--- config.mk ---
export PLATFORM = sky130hd
export DESIGN_NAME = if_prefetch_unit
export DESIGN_NICKNAME = d
export VERILOG_FILES = /design/src/rtl/if_prefetch_unit.sv
export SDC_FILE = /design/constraint.sdc
export NUM_CORES = 1
export LEC_CHECK = 0
export CAP_MARGIN = 10
export CORE_UTILIZATION = 54
export CTS_CLUSTER_SIZE = 24
export DETAILED_ROUTE_END_ITERATION = 10
export PLACE_DENSITY_LB_ADDON = 0.3
export SYNTH_ARGS = -nofsm -noshare
export SYNTH_HDL_FRONTEND = slang
export SYNTH_SLANG_ARGS = --single-unit
--- constraint.sdc ---
create_clock -name clk -period 4.2 [get_ports clk]
set_input_delay 0.63 -clock clk [delete_from_list [all_inputs] [get_ports clk]]
set_output_delay 0.63 -clock clk [all_outputs]
set_load 0.1 [all_outputs]
--- src/rtl/if_prefetch_unit.sv ---
// ---------------------------------------------------------------------------
// if_prefetch_unit
//
// Instruction-fetch stage for the pipelined MIPS datapath.  It owns the PC,
// issues at most one read per cycle to a synchronous instruction memory,
// buffers returned words (with the PC they were fetched from) in a small
// prefetch FIFO and hands them to ID over a valid/ready handshake.  Later
// stages can redirect the PC on a taken branch or jump, which flushes
// everything that was fetched down the wrong path.
//
// Parameters
//   ADDR_W    PC / address width in bits
//   DATA_W    instruction width in bits
//   DEPTH     prefetch FIFO entries (power of two, >= 2)
//   RESET_PC  PC value loaded on reset
//
// Ports
//   clk          rising-edge clock
//   reset        synchronous, active-high reset
//   imem_req     read request to instruction memory this cycle
//   imem_addr    read address (the current PC)
//   imem_rdata   read data, valid exactly one cycle after imem_req
//   redirect     taken branch/jump: flush and restart from redirect_pc
//   redirect_pc  redirect target; low two bits are forced to zero
//   id_ready     ID accepts the head instruction this cycle
//   instr_valid  FIFO head holds a valid instruction
//   instr        head instruction (0 when not valid)
//   instr_pc     PC of the head instruction (0 when not valid)
//   instr_pc4    instr_pc + 4, wrapping (0 when not valid)
//   fifo_count   number of occupied FIFO entries
//
// Optional feature, enabled by defining the macro IF_STATS_EN:
//   stat_fetched  number of words pushed into the FIFO
//   stat_stall    cycles with instr_valid && !id_ready
//   stat_flush    number of redirects
//   All three clear on reset and wrap at 2^32.
// ---------------------------------------------------------------------------
module if_prefetch_unit #(
    parameter int                ADDR_W   = 32,
    parameter int                DATA_W   = 32,
    parameter int                DEPTH    = 4,
    parameter logic [ADDR_W-1:0] RESET_PC = '0
) (
    input  logic                     clk,
    input  logic                     reset,
    output logic                     imem_req,
    output logic [ADDR_W-1:0]        imem_addr,
    input  logic [DATA_W-1:0]        imem_rdata,
    input  logic                     redirect,
    input  logic [ADDR_W-1:0]        redirect_pc,
    input  logic                     id_ready,
    output logic                     instr_valid,
    output logic [DATA_W-1:0]        instr,
    output logic [ADDR_W-1:0]        instr_pc,
    output logic [ADDR_W-1:0]        instr_pc4,
    output logic [$clog2(DEPTH):0]   fifo_count
`ifdef IF_STATS_EN
    ,
    output logic [31:0]              stat_fetched,
    output logic [31:0]              stat_stall,
    output logic [31:0]              stat_flush
`endif
);

    localparam int PW = $clog2(DEPTH);
    localparam int CW = PW + 1;

    logic [ADDR_W-1:0] pc;
    logic [ADDR_W-1:0] req_pc;
    logic              inflight;
    logic [PW-1:0]     wr_ptr;
    logic [PW-1:0]     rd_ptr;
    logic [CW-1:0]     count;

    logic [DATA_W-1:0] data_mem [DEPTH];
    logic [ADDR_W-1:0] pc_mem   [DEPTH];

    logic              issue;
    logic              push;
    logic              pop;
    logic [CW:0]       occupancy;
    logic              redirect_lsb_unused;

    // Redirect targets are always word aligned, so the low two bits of
    // redirect_pc carry no information.
    assign redirect_lsb_unused = ^redirect_pc[1:0];

    // Credit check: a request may only be issued if the FIFO has room for
    // every word already buffered plus the one still coming back from memory.
    // A pop in the same cycle is deliberately not counted as free space.
    // A redirect kills the returning word and any pop in the same cycle.
    always_comb begin
        occupancy = {1'b0, count} + {{CW{1'b0}}, inflight};
        issue     = !reset && !redirect && (occupancy < (CW+1)'(DEPTH));
        push      = inflight && !redirect;
        pop       = instr_valid && id_ready && !redirect;
    end

    assign imem_req    = issue;
    assign imem_addr   = pc;
    assign fifo_count  = count;
    assign instr_valid = (count != '0);
    assign instr       = instr_valid ? data_mem[rd_ptr] : '0;
    assign instr_pc    = instr_valid ? pc_mem[rd_ptr] : '0;
    assign instr_pc4   = instr_valid ? (pc_mem[rd_ptr] + ADDR_W'(4)) : '0;

    // PC, in-flight tracking and FIFO bookkeeping.  Reset wins over a
    // redirect, and a redirect empties the FIFO and drops the word that is
    // returning from memory this cycle.  req_pc remembers the address of
    // last cycle's request so the returning word can be tagged with it.
    always_ff @(posedge clk) begin
        if (reset) begin
            pc       <= RESET_PC;
            req_pc   <= '0;
            inflight <= 1'b0;
            wr_ptr   <= '0;
            rd_ptr   <= '0;
            count    <= '0;
        end else if (redirect) begin
            pc       <= {redirect_pc[ADDR_W-1:2], 2'b00};
            req_pc   <= pc;
            inflight <= 1'b0;
            wr_ptr   <= '0;
            rd_ptr   <= '0;
            count    <= '0;
        end else begin
            if (issue) begin
                pc <= pc + ADDR_W'(4);
            end
            req_pc   <= pc;
            inflight <= issue;
            if (push) begin
                wr_ptr <= wr_ptr + 1'b1;
            end
            if (pop) begin
                rd_ptr <= rd_ptr + 1'b1;
            end
            case ({push, pop})
                2'b10:   count <= count + 1'b1;
                2'b01:   count <= count - 1'b1;
                default: count <= count;
            endcase
        end
    end

    // FIFO storage: the returning word is written together with the PC it
    // was fetched from.  The storage itself needs no reset because count
    // gates every read.
    always_ff @(posedge clk) begin
        if (!reset && push) begin
            data_mem[wr_ptr] <= imem_rdata;
            pc_mem[wr_ptr]   <= req_pc;
        end
    end

`ifdef IF_STATS_EN
    // Performance counters, free-running and wrapping.
    always_ff @(posedge clk) begin
        if (reset) begin
            stat_fetched <= '0;
            stat_stall   <= '0;
            stat_flush   <= '0;
        end else begin
            if (push) begin
                stat_fetched <= stat_fetched + 32'd1;
            end
            if (instr_valid && !id_ready) begin
                stat_stall <= stat_stall + 32'd1;
            end
            if (redirect) begin
                stat_flush <= stat_flush + 32'd1;
            end
        end
    end
`endif

endmodule

==> results of run 1 <==
-- report_power, final --
part | switching [mW] | leakage [nW] | internal (mW)
Combinational | 0.391 | 2.30 | 0.165
Sequential | 0.0493 | 2.87 | 3.42
Clock | 1.08 | 0.484 | 1.53
Total | 1.52 | 5.66 | 5.12
-- stage by stage --
step | std cells | hold slack, ns | utilization | power [mW] | cell area (µm²)
after floorplan | 885 | 0.438 | - | 3.91 | 13300
after global placement | 1365 | 0.451 | 0.653 | 4.09 | 15500
after detailed placement | 1365 | 0.466 | 0.653 | 4.09 | 15500
after CTS | 1421 | 0.486 | 0.694 | 6.68 | 16500
after global routing | 1421 | 0.488 | 0.695 | 6.85 | 16500
final | 1421 | 0.478 | 0.695 | 6.65 | 16500
-- metal layers --
layer | track usage | vias to the layer above | wire [µm]
met3 | 0.0337 | 49 | 2050
met2 | 0.366 | 334 | 13600
li1 | - | 3768 | -
met1 | 0.310 | 4039 | 11800
met4 | 0.0556 | 0 | 553
met5 | 0 | - | 0
-- layout by cell type, fill, tap and decap left out, types with 12 or more instances in the layout --
master	n
edfxtp_1	248
clkdlybuf4s50_1	97
buf_4	95
dfxtp_1	68
and2_1	64
mux4_2	55
nor2_1	52
nand2_1	47
clkbuf_16	33
a21oi_1	26
nor2b_1	26
nand3_1	22
o21ai_0	19
buf_12	19
inv_1	18
a31oi_1	15
nor4_1	13
nor3_1	12
mux2_2	12
-- cell families (layout without fill, tap and decap cells) --
kind of cell / count (synthesis) / count (layout)
buffers and inverters: 71 / 288
xor gates and xnor gates: 17 / 17
muxes: 78 / 78
and+or+nand+nor: 290 / 290
DFF: 318 / 318
other: 1 / 6
AOI/OAI and AO/OA: 97 / 97
adders and majority gates: 8 / 8
-- state kept, by name, summed over array words and instances, names as in the netlist, named ones only --
| name | count |
|---|---|
| imem_addr | 30 |
| req_pc | 30 |
| fifo_count | 3 |
| rd_ptr | 2 |
| inflight | 1 |
| data_mem | 128 |
| pc_mem | 120 |
| wr_ptr | 2 |
-- final timing paths --
check / slack [ns] / endpoint / cells past startpoint
worst min register to register: 0.48 / pc_mem[3][12]$_DFFE_PP_ / 0
worst max-delay path: 0.15 / instr_pc4[24] / 7
worst min-delay path: 0.48 / pc_mem[3][12]$_DFFE_PP_ / 0
worst max register to register: 1.66 / imem_addr[26]$_SDFFE_PP0P_ / 6
-- layout make-up --
class / count / share of cell area
clock buffers: 50 / 0.0576
clock inverters: 6 / 0.00197
flip-flops and latches: 318 / 0.537
inverters: 20 / 0.00455
well taps: 319 / 0.0242
repair buffers: 212 / 0.125
multi-input cells: 496 / 0.250
-- worst reg2reg max path, delay by kind of cell, from the launching register on --
kind,cells,cell delay (ns)
AO/OA/AOI/OAI,1,0.17
adder cells (fa/ha/maj),1,0.29
flip-flops,1,0.46
AND/OR/NAND/NOR,4,1.55
==> metrics list, run 1 <==
- The flow ran to the end, and the final reports show no timing, DRC or antenna violations.
* Setup-failing EPs final: 0
* Resize count post-CTS: 0
- Mean instance size in the synthesized netlist: 15.1 µm²
- FF+latch area: 8860 µm²
- Derived from the worst setup path, the maximum achievable clock frequency is 247 MHz.
* Critical R2R Launch: imem_addr[2]$_SDFFE_PP0P_
- Wire length of the first global-routing pass: 44.3 mm
* Detail Placement HPWL: 18.2 mm
- Adding up every negative setup slack in the final design gives 0 ns.
- Mean number of vias per cell: 5.76
* Die Y-Extent: 159 µm
- Post-synth top cells: edfxtp_1 (248), dfxtp_1 (70), and2_1 (64)
* Leakage power total: 5.66 nW
* Multi-input combinational cell area: 4120 µm²
* Xor/xnor share of the synthesized area: 0.0112
- Post-synth top flop: edfxtp_1
* Die footprint: 25200 µm²
- For the worst setup path, the data arrival time is 3.42 ns.
* Number of failing hold endpoints at the final stage: 0
- Number of antenna violations at the first check in global routing: 0
- After filler insertion, the fill cell instance count of the layout stands at 1583.
- For this configuration, the core starts out at a cell density of 0.558.
- The critical path contains buffers and inverters numbering 2 combined.
- TritonCTS built the clock tree.
- Of all nets on the critical path, the largest fanout is 11.
- Worst-path cell with the longest stage delay: or4_4
- Crit Path Category: flip-flop to output port
- Post-synthesis cell type with the largest combined area: edfxtp_1
- In the synthesized netlist, the number of instances is 880.
- Maximum number of pins on one net before global-route repair: 63
- Share of the synthesized area in the top cell type: 0.561
- Critical path, cell by cell: buf_4, mux4_1, nand2_1, or4_4, or4_1, a21oi_2, buf_12
* Number of buffers added on ports: 192
* Worst Setup Slack, final: 0.149 ns
- Clock edge transition at the registers on the reported setup and hold paths: 0.07 ns
- Worst hold path class: flip-flop to flip-flop
* Gr usage total: 0.222
- Fraction of registers with async set or reset after synthesis: 0
* Flops & latches, synth: 318
- Total congestion overflow after global routing: 0
* Worst slew pin tran: 1.01 ns
- Die Wd: 159 µm
- Routed via count: 8190
- At the end of routability-driven placement, the weighted congestion stood at 0.854.
* Main combinational cell family by area after synthesis: simple AND/OR/NAND/NOR gates
* Diode count: 0
* Final worst-path cycle share: 0.965
* Cell area after technology mapping: 13300 µm²
- Of the total synthesized cell area, the portion taken by AND, OR, NAND and NOR gates is 0.121.
- Complex-gate fraction of the synthesized area: 0.0464
- Synth cell types: 64
- Sequential-to-total area share from yosys stat: 0.667
* Portion of netlist area occupied by mux cells: 0.121
* Post-synth EDFFs: 248
* Number of buffers inserted during clock tree synthesis: 30
- The number of global-route vias before repair came to 8128.
- Number of iterations in the first detailed-routing pass: 5
- Final Net Count: 1154
- Number of buffers on the longest clock path: 3
- Detail-routed net length per standard cell: 19.7 µm
* Fraction of layout cells with a size suffix above 1: 0.225
- Number of buffers inserted by hold repair at cts: 0
- Kind of end point of the critical path: output port
- The clock period could shrink to 4.05 ns.
- Of the total synthesized cell area, the portion taken by full adders, half adders and majority gates is 0.00811.
- Worst slack at placement: 0.678 ns
- Max Cap Violations: 0
- The kind of cell with the highest combined delay along the critical path is simple AND/OR/NAND/NOR gates.
- The largest single stage delay on the critical path is 0.64 ns.
- Count of final max-slew check failures: 0
- Among all cell types in the netlist, the one instantiated most often is edfxtp_1.
- Hold wc startpoint: req_pc[12]$_SDFF_PP0_
* Top Ports: 201
* DRC violation count after routing: 0
- Site Rows: 56
- The count of nets left with antenna violations once routing finished came out at 0.
- Compared with the post-synthesis result, the final layout area differs by 24.4%.
- In the post-synthesis netlist, the biggest area contributors are edfxtp_1 (56%), dfxtp_1 (11%), mux4_2 (9.3%).
* RSZ-0062 raised after global routing: no
- CTS placed an instance of clkbuf_16 at the clock tree root.
- In this run the post-CTS setup repair buffer count came out at 0.
- Clock tree synthesis found a total of 318 sinks.
- Placeable core region: 23800 µm²
* Yosys Warn Count: 0
- In this run, the number of DRC markers left after iteration 0 of detailed routing was 593.
- Clock network latency to the later pin of the worst-skew pair: 0.54 ns
- Relative max-transition margin: 0.323
* Maximum clock skew at final layout: 0.0115 ns
- Total routed wirelength: 27.9 mm
* Worst EP required: 3.57 ns
- Largest vdd supply drop: 0.273 mV
- CTS built an H-tree with a depth of 1.
* Pwr per Cell Area: 403 nW/µm²
- CP startpoint kind: flip-flop
Power figures use the tool's default switching activity.
==> run 2, diff against run 1 <==
--- a/config.mk
+++ b/config.mk
@@ -7,7 +7,6 @@
 export LEC_CHECK = 0
 export CAP_MARGIN = 10
 export CORE_UTILIZATION = 54
-export CTS_CLUSTER_SIZE = 24
 export DETAILED_ROUTE_END_ITERATION = 10
 export PLACE_DENSITY_LB_ADDON = 0.3
 export SYNTH_ARGS = -nofsm -noshare
==> results of run 2 <==
Final layout, timing and power as in run 1 (identical DEF).
==> run 3, diff against run 2 <==
--- a/config.mk
+++ b/config.mk
@@ -8,6 +8,7 @@
 export CAP_MARGIN = 10
 export CORE_UTILIZATION = 54
 export DETAILED_ROUTE_END_ITERATION = 10
+export GPL_ROUTABILITY_DRIVEN = 0
 export PLACE_DENSITY_LB_ADDON = 0.3
 export SYNTH_ARGS = -nofsm -noshare
 export SYNTH_HDL_FRONTEND = slang
==> results of run 3 <==
Final layout, timing and power as in run 1 (identical DEF).
